[config.mk]
export PLATFORM = sky130hd
export DESIGN_NAME = video_sig_flat
export DESIGN_NICKNAME = d
export VERILOG_FILES = /design/src/rtl/video_sig_if.sv /design/src/rtl/video_sig.sv /design/src/flat_wrapper.sv
export SDC_FILE = /design/constraint.sdc
export NUM_CORES = 1
export LEC_CHECK = 0
export BUFFER_PORTS_ARGS = -buffer_cell sky130_fd_sc_hd__buf_4
export CAP_MARGIN = 20
export CELL_PAD_IN_SITES_DETAIL_PLACEMENT = 0
export CELL_PAD_IN_SITES_GLOBAL_PLACEMENT = 1
export CORE_AREA = 2 2 133 135
export DETAILED_ROUTE_END_ITERATION = 10
export DIE_AREA = 0 0 135 137
export HOLD_SLACK_MARGIN = 0.15
export PLACE_DENSITY_LB_ADDON = 0.3
export SLEW_MARGIN = 20
export SYNTH_ARGS = -nofsm -noshare
export SYNTH_HDL_FRONTEND = slang
export SYNTH_SLANG_ARGS = --single-unit
[constraint.sdc]
create_clock -name CLK -period 10.2 [get_ports CLK]
set_input_delay 1.53 -clock CLK [delete_from_list [all_inputs] [get_ports CLK]]
set_output_delay 1.53 -clock CLK [all_outputs]
set_load 0.02 [all_outputs]
[src/rtl/video_sig_if.sv]
// video_sig_if: pixel stream in, capture control and signature results out
interface video_sig_if #(
  parameter int PIXW  = 24,
  parameter int PIXCW = 10,
  parameter int LINEW = 9
);
  logic             CE;
  logic             DE;
  logic             VS;
  logic [PIXW-1:0]  RGB;
  logic             ARM;
  logic             BUSY;
  logic             DONE;
  logic [31:0]      SIG;
  logic [PIXCW-1:0] PIXELS;
  logic [LINEW-1:0] LINES;
  logic             ERR;
  modport master (output CE, DE, VS, RGB, ARM, input BUSY, DONE, SIG, PIXELS, LINES, ERR);
  modport slave  (input CE, DE, VS, RGB, ARM, output BUSY, DONE, SIG, PIXELS, LINES, ERR);
endinterface

[src/rtl/video_sig.sv]
// video_sig: CRC-32 signature over visible pixels of FRAMES frames, plus line length/count checks
module video_sig #(
  parameter int PIXW   = 24,
  parameter int PIXCW  = 10,
  parameter int LINEW  = 9,
  parameter int FRAMES = 1
) (
  input logic        CLK,
  input logic        nRES,
  video_sig_if.slave bus
);
  typedef enum logic [1:0] {S_IDLE, S_WAIT, S_CAP, S_DONE} state_t;
  state_t           r_state, w_next;
  logic             r_de, r_vs, r_vs_d, r_open, r_first, r_err;
  logic [PIXW-1:0]  r_rgb;
  logic [31:0]      r_crc, r_sig, w_crc_n;
  logic [PIXCW-1:0] r_pcnt, r_pixels, w_pcnt_n;
  logic [LINEW-1:0] r_lcnt, r_lines, w_lcnt_n;
  logic [7:0]       r_fcnt, w_fcnt_n;
  logic             w_cap, w_pix, w_vs_rise, w_fend, w_lend, w_last, w_err_n;

  // reflected CRC-32, bit 0 of the pixel first: bytes LSB-first, low byte first
  function automatic logic [31:0] crc_step(input logic [31:0] c, input logic [PIXW-1:0] d);
    logic [31:0] acc;
    acc = c;
    for (int i = 0; i < PIXW; i++) acc = (acc >> 1) ^ ((acc[0] ^ d[i]) ? 32'hEDB88320 : 32'h0);
    return acc;
  endfunction

  // processing runs one CE behind the inputs; a line left open at a VS rise is closed there
  always_comb begin
    w_cap     = r_state == S_CAP && bus.CE;
    w_pix     = w_cap && r_de;
    w_vs_rise = bus.CE && r_vs && !r_vs_d;
    w_fend    = w_cap && w_vs_rise;
    w_pcnt_n  = r_pcnt + PIXCW'(w_pix && !(&r_pcnt));
    w_lend    = w_cap && (r_open || w_pix) && (!r_de || w_vs_rise);
    w_lcnt_n  = r_lcnt + LINEW'(w_lend && !(&r_lcnt));
    w_fcnt_n  = r_fcnt + 8'd1;
    w_last    = w_fend && w_fcnt_n == 8'(FRAMES);
    w_crc_n   = w_pix ? crc_step(r_crc, r_rgb) : r_crc;
    w_err_n   = r_err || (w_pix && &r_pcnt) || (w_lend && &r_lcnt) ||
                (w_lend && !r_first && w_pcnt_n != r_pixels);
  end

  always_comb begin
    w_next = bus.ARM ? S_WAIT : (r_state == S_WAIT && w_vs_rise) ? S_CAP : w_last ? S_DONE : r_state;
  end

  always_ff @(posedge CLK or negedge nRES)
    if (!nRES) r_state <= S_IDLE;
    else r_state <= w_next;

  always_ff @(posedge CLK or negedge nRES)
    if (!nRES) begin
      {r_de, r_vs, r_vs_d, r_open, r_first, r_err} <= '0;
      r_rgb    <= '0;
      r_crc    <= '1;
      r_sig    <= '0;
      r_pcnt   <= '0;
      r_pixels <= '0;
      r_lcnt   <= '0;
      r_lines  <= '0;
      r_fcnt   <= '0;
    end else begin
      if (bus.CE) begin
        r_de   <= bus.DE;
        r_vs   <= bus.VS;
        r_vs_d <= r_vs;
        r_rgb  <= bus.RGB;
      end
      if (bus.ARM) begin
        r_crc    <= '1;
        r_pcnt   <= '0;
        r_lcnt   <= '0;
        r_fcnt   <= '0;
        r_pixels <= '0;
        r_lines  <= '0;
        r_err    <= 1'b0;
        r_open   <= 1'b0;
        r_first  <= 1'b1;
      end else if (w_cap) begin
        r_crc  <= w_crc_n;
        r_err  <= w_err_n;
        r_open <= (r_open || w_pix) && !w_lend;
        r_pcnt <= w_lend ? '0 : w_pcnt_n;
        r_lcnt <= w_fend ? '0 : w_lcnt_n;
        if (w_lend && r_first) begin
          r_pixels <= w_pcnt_n;
          r_first  <= 1'b0;
        end
        if (w_fend) begin
          r_lines <= w_lcnt_n;
          r_fcnt  <= w_fcnt_n;
        end
        if (w_last) r_sig <= ~w_crc_n;
      end
    end

  assign bus.BUSY   = r_state == S_WAIT || r_state == S_CAP;
  assign bus.DONE   = r_state == S_DONE;
  assign bus.SIG    = r_sig;
  assign bus.PIXELS = r_pixels;
  assign bus.LINES  = r_lines;
  assign bus.ERR    = r_err;
endmodule

[src/flat_wrapper.sv]
// flat-port wrapper written by rule: the top's interface ports become plain ports
module video_sig_flat 
#(
  parameter int PIXW   = 24,
  parameter int PIXCW  = 10,
  parameter int LINEW  = 9,
  parameter int FRAMES = 1
)
  (CLK, nRES, bus_CE, bus_DE, bus_VS, bus_RGB, bus_ARM, bus_BUSY, bus_DONE, bus_SIG, bus_PIXELS, bus_LINES, bus_ERR);
  video_sig_if #(.PIXW(PIXW), .PIXCW(PIXCW), .LINEW(LINEW)) bus_i ();
  input logic CLK;
  input logic nRES;
  input wire logic [$bits(bus_i.CE)-1:0] bus_CE;
  input wire logic [$bits(bus_i.DE)-1:0] bus_DE;
  input wire logic [$bits(bus_i.VS)-1:0] bus_VS;
  input wire logic [$bits(bus_i.RGB)-1:0] bus_RGB;
  input wire logic [$bits(bus_i.ARM)-1:0] bus_ARM;
  output wire logic [$bits(bus_i.BUSY)-1:0] bus_BUSY;
  output wire logic [$bits(bus_i.DONE)-1:0] bus_DONE;
  output wire logic [$bits(bus_i.SIG)-1:0] bus_SIG;
  output wire logic [$bits(bus_i.PIXELS)-1:0] bus_PIXELS;
  output wire logic [$bits(bus_i.LINES)-1:0] bus_LINES;
  output wire logic [$bits(bus_i.ERR)-1:0] bus_ERR;
  assign bus_i.CE = bus_CE;
  assign bus_i.DE = bus_DE;
  assign bus_i.VS = bus_VS;
  assign bus_i.RGB = bus_RGB;
  assign bus_i.ARM = bus_ARM;
  assign bus_BUSY = bus_i.BUSY;
  assign bus_DONE = bus_i.DONE;
  assign bus_SIG = bus_i.SIG;
  assign bus_PIXELS = bus_i.PIXELS;
  assign bus_LINES = bus_i.LINES;
  assign bus_ERR = bus_i.ERR;
  video_sig #(.PIXW(PIXW), .PIXCW(PIXCW), .LINEW(LINEW), .FRAMES(FRAMES)) u_core (.CLK(CLK), .nRES(nRES), .bus(bus_i));
endmodule
==> results.json, run 1 <==
{
  "clock_latency_ps": 440,
  "p_switching_uw": 1110,
  "gp_congestion": 0.889,
  "min-delay-start": "u_core.bus.SIG[9]",
  "clk_pin_slew_ps": 60,
  "p_leak_uw": 0.00455,
  "vias": 5582,
  "die_area_sq_um": 18500,
  "whs_ps": 506,
  "crit_path_end_kind": "register",
  "whs_path_depth": 1,
  "synth_cell_types": 45,
  "crit-reg2reg-capture": "u_core.bus.SIG[8]",
  "drt_iter0_markers": 309,
  "overflow": 0,
  "syn_area_sq_um": 8660,
  "ir_worst_vdd_mv": 0.217,
  "period_share_pct": 43.1,
  "cts.htree.levels": 4,
  "grt_max_degree": 78,
  "synth_edf_count": 0,
  "area_growth_pct": 16.5,
  "p_int_uw": 2070,
  "syn_area_per_cell_sq_um": 11.9,
  "async_flop_share_pct": 100,
  "die_h_um": 137,
  "min_path_type": "register to register",
  "cts_resized": 0,
  "finalSetupViolCount": 0,
  "drtPass1Iterations": 4,
  "drv_cap": 0,
  "crit_type": "input pin to register",
  "dpl_cell_area_sq_um": 9480,
  "synthCells": 728,
  "powerDensity_nw_per_um2": 315,
  "fill_cells": 1474,
  "max_slew.worst_pin.slew_ps": 828,
  "clock_path_buffers": 2,
  "reg2reg_depth": 8,
  "power_frac_seq_pct": 18.6,
  "nNetsFinal": 842,
  "start_kind": "input pin",
  "portBuffers": 83,
  "start_util_pct": 50.8,
  "num_rows": 48,
  "critical_path.max_fanout": 32,
  "io_pins": 84,
  "syn_nets": 767,
  "arrival_ps": 4720,
  "critPathRequiredTime_ps": 10520,
  "die_w_um": 135,
  "comb_power_share_pct": 61.0,
  "synth_top_flop_cell": "dfrtp_1",
  "fin_area_sq_um": 10100,
  "postLayoutCoreUtil_pct": 59.1,
  "max_freq_ghz": 0.228,
  "ys_seq_area_share_pct": 41.5,
  "routed_wl_um": 19800,
  "grt_pass1_vias": 6033,
  "core_area_sq_um": 17100,
  "cts.sinks": 142,
  "slew_headroom_pct": 44.8,
  "grt_first_pass_wirelength_um": 32500,
  "drc": 0,
  "final_hold_viol_count": 0,
  "antenna_left": 0,
  "cts_setup_buffers": 0,
  "ys_seq_elements": 142,
  "rsz0062_at_grt": "false",
  "cts_tree": "done",
  "cts-root-buf": "clkbuf_16",
  "ys_top_cells_by_area": "dfrtp_1 (32%), xnor2_1 (12%), dfstp_2 (9.7%)",
  "final_cell_mix": "xnor2_1 (115), dfrtp_1 (110), buf_4 (86), mux2_2 (56)",
  "yosys_warnings": 0,
  "clkPwrFrac_pct": 20.4,
  "setup-tns-final_ps": 0,
  "r2r_start": "u_core.r_rgb[8]",
  "numCtsBuffers": 17,
  "status": "complete, no violations",
  "avgRoutedWirePerCell_um": 19.0,
  "period_needed_ps": 4390,
  "r2r_slack_ps": 6300,
  "antenna_found_initial": 0,
  "yosysTopAreaCell": "dfrtp_1",
  "layout_commonest_cell": "xnor2_1",
  "diodes": 0,
  "dp_hpwl_um": 14000,
  "gr-usage-all-layers_pct": 22.9,
  "min_to": "u_core.bus.SIG[9]",
  "finalMaxSlewViolations": 0,
  "synth.top_cell.area_share_pct": 31.8,
  "drive_gt1_share_pct": 28.1,
  "finalClockSkew_ps": 24.4,
  "sw_frac_of_total_pct": 34.8,
  "drt-vias-per-instance": 5.36,
  "hold_buffers": 0
}
[routing by layer]
| metal | GRT usage [%] | share of wire (%) | vias to the layer above |
|---|---|---|---|
| met5 | 0 | 0 | - |
| met4 | 4.57 | 0.81 | 0 |
| met3 | 4.41 | 3.2 | 15 |
| met2 | 40.9 | 53 | 95 |
| met1 | 29.2 | 43 | 2856 |
| li1 | - | - | 2616 |
[worst max-delay path, stage by stage]
cell and delay, ps:
buf_4 360, nand3_1 590, nor2_1 260, ha_1 220, ha_1 240, nand3_1 210, xor2_1 280, xnor2_1 100
nor4_1 310, a41oi_1 160, o21ai_0 160, a21oi_1 90, o21ba_2 200
[cell type report]
type,instances,area (sq um),share of cell area [%]
repair buffers,87,657,6.51
clock buffers,18,439,4.35
inverters,6,22.5,0.223
multi-input cells,549,4920,48.8
flip-flops and latches,142,3590,35.6
well taps,225,282,2.79
clock inverters,14,171,1.70
[flip-flops by register name, summed over array words and instances (netlist names), 2 cells and up]
register and count:
u_core.bus.SIG 32, u_core.r_pcnt 10, u_core.bus.PIXELS 10, u_core.r_lcnt 9, u_core.r_state 2, u_core.r_rgb 24, u_core.r_crc 32, u_core.bus.LINES 9
u_core.r_fcnt 8
[worst max path at each step]
stage | from | to | slack [ps] | depth (start not counted)
global placement | bus_CE | u_core.bus.ERR | 5430 | 13
finish | bus_CE | u_core.bus.ERR | 5810 | 13
CTS | bus_CE | u_core.bus.ERR | 5770 | 13
global route | bus_CE | u_core.bus.ERR | 5460 | 13
detailed placement | bus_CE | u_core.bus.ERR | 5330 | 13
floorplan | bus_CE | u_core.bus.ERR | 6300 | 13
[metrics by stage]
| step | std cells | power (uW) | worst slack [ps] |
|---|---|---|---|
| 6_report | 1041 | 3180 | 5810 |
| 5_1_grt | 1041 | 3330 | 5460 |
| 4_1_cts | 1041 | 3200 | 5770 |
| 3_5_place_dp | 1009 | 2530 | 5330 |
| 3_3_place_gp | 1009 | 2560 | 5430 |
| 2_1_floorplan | 728 | 2170 | 6300 |
[cell usage after synthesis (2+ instances only)]
| library cell | count |
|---|---|
| xnor2_1 | 115 |
| and3_1 | 5 |
| or2b_1 | 2 |
| nor3_1 | 8 |
| xor3_2 | 2 |
| a21oi_1 | 17 |
| xor3_1 | 5 |
| a21o_1 | 6 |
| dfstp_2 | 32 |
| xnor3_2 | 4 |
| dfrtp_1 | 110 |
| nand2b_1 | 31 |
| or3_1 | 3 |
| a22o_1 | 6 |
| xnor3_1 | 34 |
| o21ai_0 | 21 |
| mux2_2 | 56 |
| nand3_1 | 11 |
| xor2_2 | 5 |
| buf_1 | 4 |
| xnor2_4 | 2 |
| a211oi_1 | 14 |
| mux2i_1 | 21 |
| inv_1 | 6 |
| xnor2_2 | 7 |
| ha_1 | 9 |
| xor2_1 | 47 |
| o31ai_1 | 3 |
| clkbuf_1 | 26 |
| and2_1 | 3 |
| nand4_1 | 7 |
| nor2_1 | 47 |
| nand2_1 | 47 |
[cells by family (layout without fill, tap and decap cells)]
family | count (synthesis) | count (layout) | share of synthesized area, %
simple gates | 168 | 168 | 9.22
mux | 77 | 77 | 9.71
fa+ha+maj | 9 | 9 | 1.30
compound gates | 74 | 74 | 5.46
flops | 142 | 142 | 41.5
buf+inv | 37 | 125 | 1.62
xor+xnor | 221 | 221 | 31.2
[power groups by stage]
stage / clock network, uW / logic (uW) / registers [uW]
after global placement: 0 / 1960 / 600
final: 650 / 1940 / 590
after detailed placement: 0 / 1930 / 601
after CTS: 661 / 1950 / 591
after global routing: 686 / 2050 / 592
after floorplan: 0 / 1570 / 598
Power figures use the tool's default switching activity.
==> run 2: changes to the inputs <==
--- a/config.mk
+++ b/config.mk
@@ -9,9 +9,9 @@
 export CAP_MARGIN = 20
 export CELL_PAD_IN_SITES_DETAIL_PLACEMENT = 0
 export CELL_PAD_IN_SITES_GLOBAL_PLACEMENT = 1
-export CORE_AREA = 2 2 133 135
+export CORE_AREA = 2 2 136 138
 export DETAILED_ROUTE_END_ITERATION = 10
-export DIE_AREA = 0 0 135 137
+export DIE_AREA = 0 0 138 140
 export HOLD_SLACK_MARGIN = 0.15
 export PLACE_DENSITY_LB_ADDON = 0.3
 export SLEW_MARGIN = 20
==> constraint.sdc (replaced) <==
create_clock -name CLK -period 4.06 [get_ports CLK]
set_input_delay 0.609 -clock CLK [delete_from_list [all_inputs] [get_ports CLK]]
set_output_delay 0.609 -clock CLK [all_outputs]
set_load 0.02 [all_outputs]
==> results.json, run 2 (synthesized netlist as in run 1, its figures left out) <==
{
  "post-place-cells": 1031,
  "die_area_sq_um": 19300,
  "cts-root-buf": "clkbuf_16",
  "critPathRequiredTime_ps": 4370,
  "rsz0062_at_grt": "false",
  "ir_worst_vdd_mv": 0.738,
  "p_switching_uw": 2920,
  "fin_cells": 1063,
  "reg2reg_depth": 8,
  "drive_gt1_share_pct": 29.6,
  "cts_setup_buffers": 0,
  "grt_pass1_vias": 5845,
  "antenna_found_initial": 0,
  "numCtsBuffers": 17,
  "finalClockSkew_ps": 14.2,
  "period_share_pct": 91.8,
  "p_int_uw": 5170,
  "start_kind": "register",
  "max_slew.worst_pin.slew_ps": 813,
  "crit_path_end_kind": "register",
  "routed_wl_um": 20600,
  "drtPass1Iterations": 4,
  "drt-vias-per-instance": 5.17,
  "clock_path_buffers": 2,
  "powerDensity_nw_per_um2": 793,
  "p_leak_uw": 0.00461,
  "drc": 0,
  "status": "complete, no violations",
  "power_frac_seq_pct": 18.3,
  "drv_cap": 0,
  "cp-endpoint": "u_core.bus.SIG[18]",
  "portBuffers": 83,
  "clock_latency_ps": 430,
  "sw_frac_of_total_pct": 36.1,
  "cts_resized": 0,
  "r2r_start": "u_core.r_crc[0]",
  "die_h_um": 140,
  "overflow": 0,
  "layout_commonest_cell": "xnor2_1",
  "gp_congestion": 0.914,
  "grt_max_degree": 86,
  "arrival_ps": 4040,
  "diodes": 0,
  "antenna_left": 0,
  "crit_start": "u_core.r_crc[0]",
  "finalSetupViolCount": 0,
  "crit_type": "register to register",
  "min_path_type": "input pin to asynchronous set/reset pin",
  "final_hold_viol_count": 0,
  "cts_tree": "done",
  "comb_power_share_pct": 63.0,
  "nNetsFinal": 860,
  "vias": 5498,
  "core_area_sq_um": 17800,
  "crit-reg2reg-capture": "u_core.bus.SIG[18]",
  "critical_path.max_fanout": 6,
  "gr-usage-all-layers_pct": 22.0,
  "cts.htree.levels": 4,
  "start_util_pct": 48.7,
  "finalMaxSlewViolations": 0,
  "r2r_slack_ps": 330,
  "io_pins": 84,
  "die_w_um": 138,
  "clk_pin_slew_ps": 70,
  "grt_first_pass_wirelength_um": 32900,
  "setup-tns-final_ps": 0,
  "max_freq_ghz": 0.268,
  "final_cell_mix": "xnor2_1 (115), dfrtp_1 (110), buf_4 (103), mux2_2 (56)",
  "area_growth_pct": 17.8,
  "slew_headroom_pct": 45.8,
  "hold_buffers": 0,
  "avgRoutedWirePerCell_um": 19.4,
  "num_rows": 49,
  "clkPwrFrac_pct": 18.6,
  "cts.sinks": 142,
  "dp_hpwl_um": 15300,
  "period_needed_ps": 3730,
  "drt_iter0_markers": 247
}
-- run 2: cell count changes in the layout (fill, tap and decap cells not counted) --
cell        delta
buf_12         +1
buf_4         +17
bufinv_16      -2
clkinv_2       +1
clkinv_4       +3
clkinvlp_4     +1
inv_6          -4
inv_8          +1
-- run 2: per-layer routing --
layer	routed length [um]	vias to the layer above	share of wire [%]	track usage, %
li1	-	2662	-	-
met5	0	-	0	0
met3	725	12	3.5	3.79
met2	10700	89	52	38.7
met1	8970	2735	44	28.1
met4	233	0	1.1	6.44
-- run 2: per-stage QoR --
step,hold slack [ps],setup WS [ps],area (sq um),total power (uW),util [%]
5_1_grt,283,212,10200,8500,57.3
3_5_place_dp,497,369,9630,6610,54.2
4_1_cts,251,329,10200,8170,57.3
6_report,209,333,10200,8090,57.3
3_3_place_gp,488,499,9630,6640,54.2
2_1_floorplan,313,687,8660,5460,-
-- run 2: worst max-delay path, cell delays in order, from the launching register on --
cell,delay (ps)
dfstp_2,550
xnor2_2,160
xnor2_1,510
xnor3_1,710
xnor2_1,580
xnor2_1,260
xnor3_1,380
a21o_1,200
mux2_2,260
-- run 2: area by class of cell --
| type | instances | area (sq um) |
|---|---|---|
| Timing Repair Buffer | 105 | 805 |
| Clock inverter | 14 | 126 |
| Inverter | 6 | 22.5 |
| Multi-Input combinational cell | 549 | 4920 |
| Clock buffer | 18 | 439 |
| Sequential cell | 142 | 3590 |
| Fill cell | 1518 | 7580 |
| Tap cell | 229 | 287 |
-- run 2: power groups by stage --
stage / logic, uW / clock network (uW) / registers [uW]
after floorplan: 3960 / 0 / 1500
after global placement: 5130 / 0 / 1510
after detailed placement: 5100 / 0 / 1510
after CTS: 5140 / 1540 / 1480
after global routing: 5400 / 1610 / 1490
final: 5100 / 1510 / 1480
-- run 2: worst min path at each step --
stage / start / endpoint / slack, ps / depth (start not counted)
2_1_floorplan: nRES / u_core.bus.ERR / 310 / 0
3_3_place_gp: u_core.bus.SIG[9] / u_core.bus.SIG[9] / 490 / 1
3_5_place_dp: u_core.bus.ERR / u_core.bus.ERR / 500 / 1
4_1_cts: nRES / u_core.bus.SIG[9] / 250 / 1
5_1_grt: nRES / u_core.bus.SIG[9] / 280 / 1
6_report: nRES / u_core.bus.SIG[9] / 210 / 1
==> run 3: changes to the inputs <==
--- a/config.mk
+++ b/config.mk
@@ -12,8 +12,10 @@
 export CORE_AREA = 2 2 136 138
 export DETAILED_ROUTE_END_ITERATION = 10
 export DIE_AREA = 0 0 138 140
+export GPL_TIMING_DRIVEN = 0
 export HOLD_SLACK_MARGIN = 0.15
 export PLACE_DENSITY_LB_ADDON = 0.3
+export RECOVER_POWER = 50
 export SLEW_MARGIN = 20
 export SYNTH_ARGS = -nofsm -noshare
 export SYNTH_HDL_FRONTEND = slang
==> results.json, run 3 (synthesized netlist as in run 1, its figures left out) <==
{
  "io_pins": 84,
  "finalMaxSlewViolations": 42,
  "grt_max_degree": 102,
  "clock_path_buffers": 2,
  "drc": 0,
  "overflow": 0,
  "arrival_ps": 4230,
  "drive_gt1_share_pct": 24.4,
  "r2r_start": "u_core.r_rgb[5]",
  "fill_cells": 1516,
  "min_path_type": "input pin to register",
  "vias": 5710,
  "layout_commonest_cell": "xnor2_1",
  "antenna_found_initial": 0,
  "avgRoutedWirePerCell_um": 19.4,
  "clock_latency_ps": 430,
  "diodes": 0,
  "max_slew.worst_pin.slew_ps": 2350,
  "setup-tns-final_ps": 0,
  "max_freq_ghz": 0.255,
  "violations": "max-capacitance violations, max-slew violations",
  "cts_tree": "done",
  "min-delay-start": "bus_RGB[11]",
  "period_needed_ps": 3920,
  "postLayoutCoreUtil_pct": 57.4,
  "area_growth_pct": 17.9,
  "routed_wl_um": 20800,
  "final_hold_viol_count": 0,
  "start_util_pct": 48.7,
  "drtPass1Iterations": 4,
  "cts_setup_buffers": 0,
  "p_leak_uw": 0.00451,
  "powerDensity_nw_per_um2": 816,
  "start_kind": "register",
  "crit-reg2reg-capture": "u_core.bus.SIG[27]",
  "cts.sinks": 142,
  "drv_cap": 1,
  "period_share_pct": 96.6,
  "gp_congestion": 0.892,
  "pre_cts_ws_ps": 175,
  "num_rows": 49,
  "clk_pin_slew_ps": 60,
  "drt_iter0_markers": 360,
  "core_area_sq_um": 17800,
  "fin_ws_ps": 137,
  "crit_type": "register to register",
  "min_to": "u_core.r_rgb[11]",
  "reg2reg_depth": 8,
  "cts-root-buf": "clkbuf_16",
  "finalClockSkew_ps": 10.1,
  "finalSetupViolCount": 0,
  "nNetsFinal": 870,
  "ir_worst_vdd_mv": 0.565,
  "finalPower_uw": 8330,
  "crit_path_end_kind": "register",
  "final_cell_mix": "xnor2_1 (115), dfrtp_1 (110), buf_4 (61), mux2_2 (56), clkbuf_1 (48)",
  "grt_pass1_vias": 6116,
  "grt_first_pass_wirelength_um": 33800,
  "die_h_um": 140,
  "die_area_sq_um": 19300,
  "r2r_slack_ps": 140,
  "numCtsBuffers": 17,
  "portBuffers": 83,
  "cts.htree.levels": 4,
  "drt-vias-per-instance": 5.32,
  "critPathRequiredTime_ps": 4370,
  "die_w_um": 138,
  "dp_hpwl_um": 15300,
  "rsz0062_at_grt": "false",
  "critical_path.max_fanout": 6,
  "status": "finished, violations left",
  "slew_headroom_pct": -56.9,
  "gr-usage-all-layers_pct": 22.4,
  "whs_path_depth": 2,
  "antenna_left": 0
}
-- run 3: changes by cell type in the layout (fill, tap and decap cells not counted), sizes merged --
cell / change
dlygate4sd3: +1
bufinv: +6
inv: -3
clkinv: -3
buf: -39
clkinvlp: +1
clkbuf: +47
-- run 3: per-stage QoR --
| step | instance area [sq um] | hold slack, ps | instances |
|---|---|---|---|
| floorplan | 8660 | 313 | 728 |
| global placement | 9570 | 492 | 1040 |
| detailed placement | 9600 | 494 | 1041 |
| CTS | 10300 | 403 | 1074 |
| global route | 10200 | 400 | 1073 |
| finish | 10200 | 411 | 1073 |
-- run 3: worst max-delay path by stage --
stage	to	slack, ps	start
after floorplan	u_core.bus.SIG[18]	690	u_core.r_crc[1]
final	u_core.bus.SIG[27]	140	u_core.r_rgb[5]
after global routing	u_core.bus.SIG[27]	40	u_core.r_rgb[5]
after detailed placement	u_core.bus.ERR	180	bus_CE
after CTS	u_core.bus.ERR	180	u_core.r_state[0]
after global placement	u_core.bus.ERR	170	bus_CE
-- run 3: repair_timing --
| item | 4_1_cts | 5_1_grt |
|---|---|---|
| hold buffers | 1 | 0 |
| resized for setup | 0 | 1 |
| hold endpoints to repair | 28 | 0 |
| endpoints found under the setup margin | 0 | 1 |
-- run 3: final cells by class --
type | count | area (sq um) | area share, %
plain buffers | 30 | 114 | 1.12
clock inverters | 15 | 258 | 2.53
clock buffers | 17 | 425 | 4.17
inverters | 6 | 22.5 | 0.221
multi-input cells | 549 | 4930 | 48.3
well taps | 229 | 287 | 2.81
repair buffers | 85 | 578 | 5.66
flip-flops and latches | 142 | 3590 | 35.2
-- run 3: power by group --
group	switching [uW]	internal [uW]	total [uW]
clock	652	1160	1820
combinational	2200	2820	5030
sequential	30.8	1450	1490
total	2890	5440	8330
-- run 3: critical path: stages (launching register included) --
cell and delay (ps):
dfrtp_1 390, xnor2_1 630, xnor3_1 570, xnor2_2 490, xnor2_1 300, xnor3_1 590
xnor3_1 410, mux2i_1 100, mux2_2 310
-- run 3: routing by layer --
metal  wire length, um  track usage, %
met5                 0               0
met4               308            6.18
met3               604            4.10
met2             10800            39.0
met1              9140            28.9
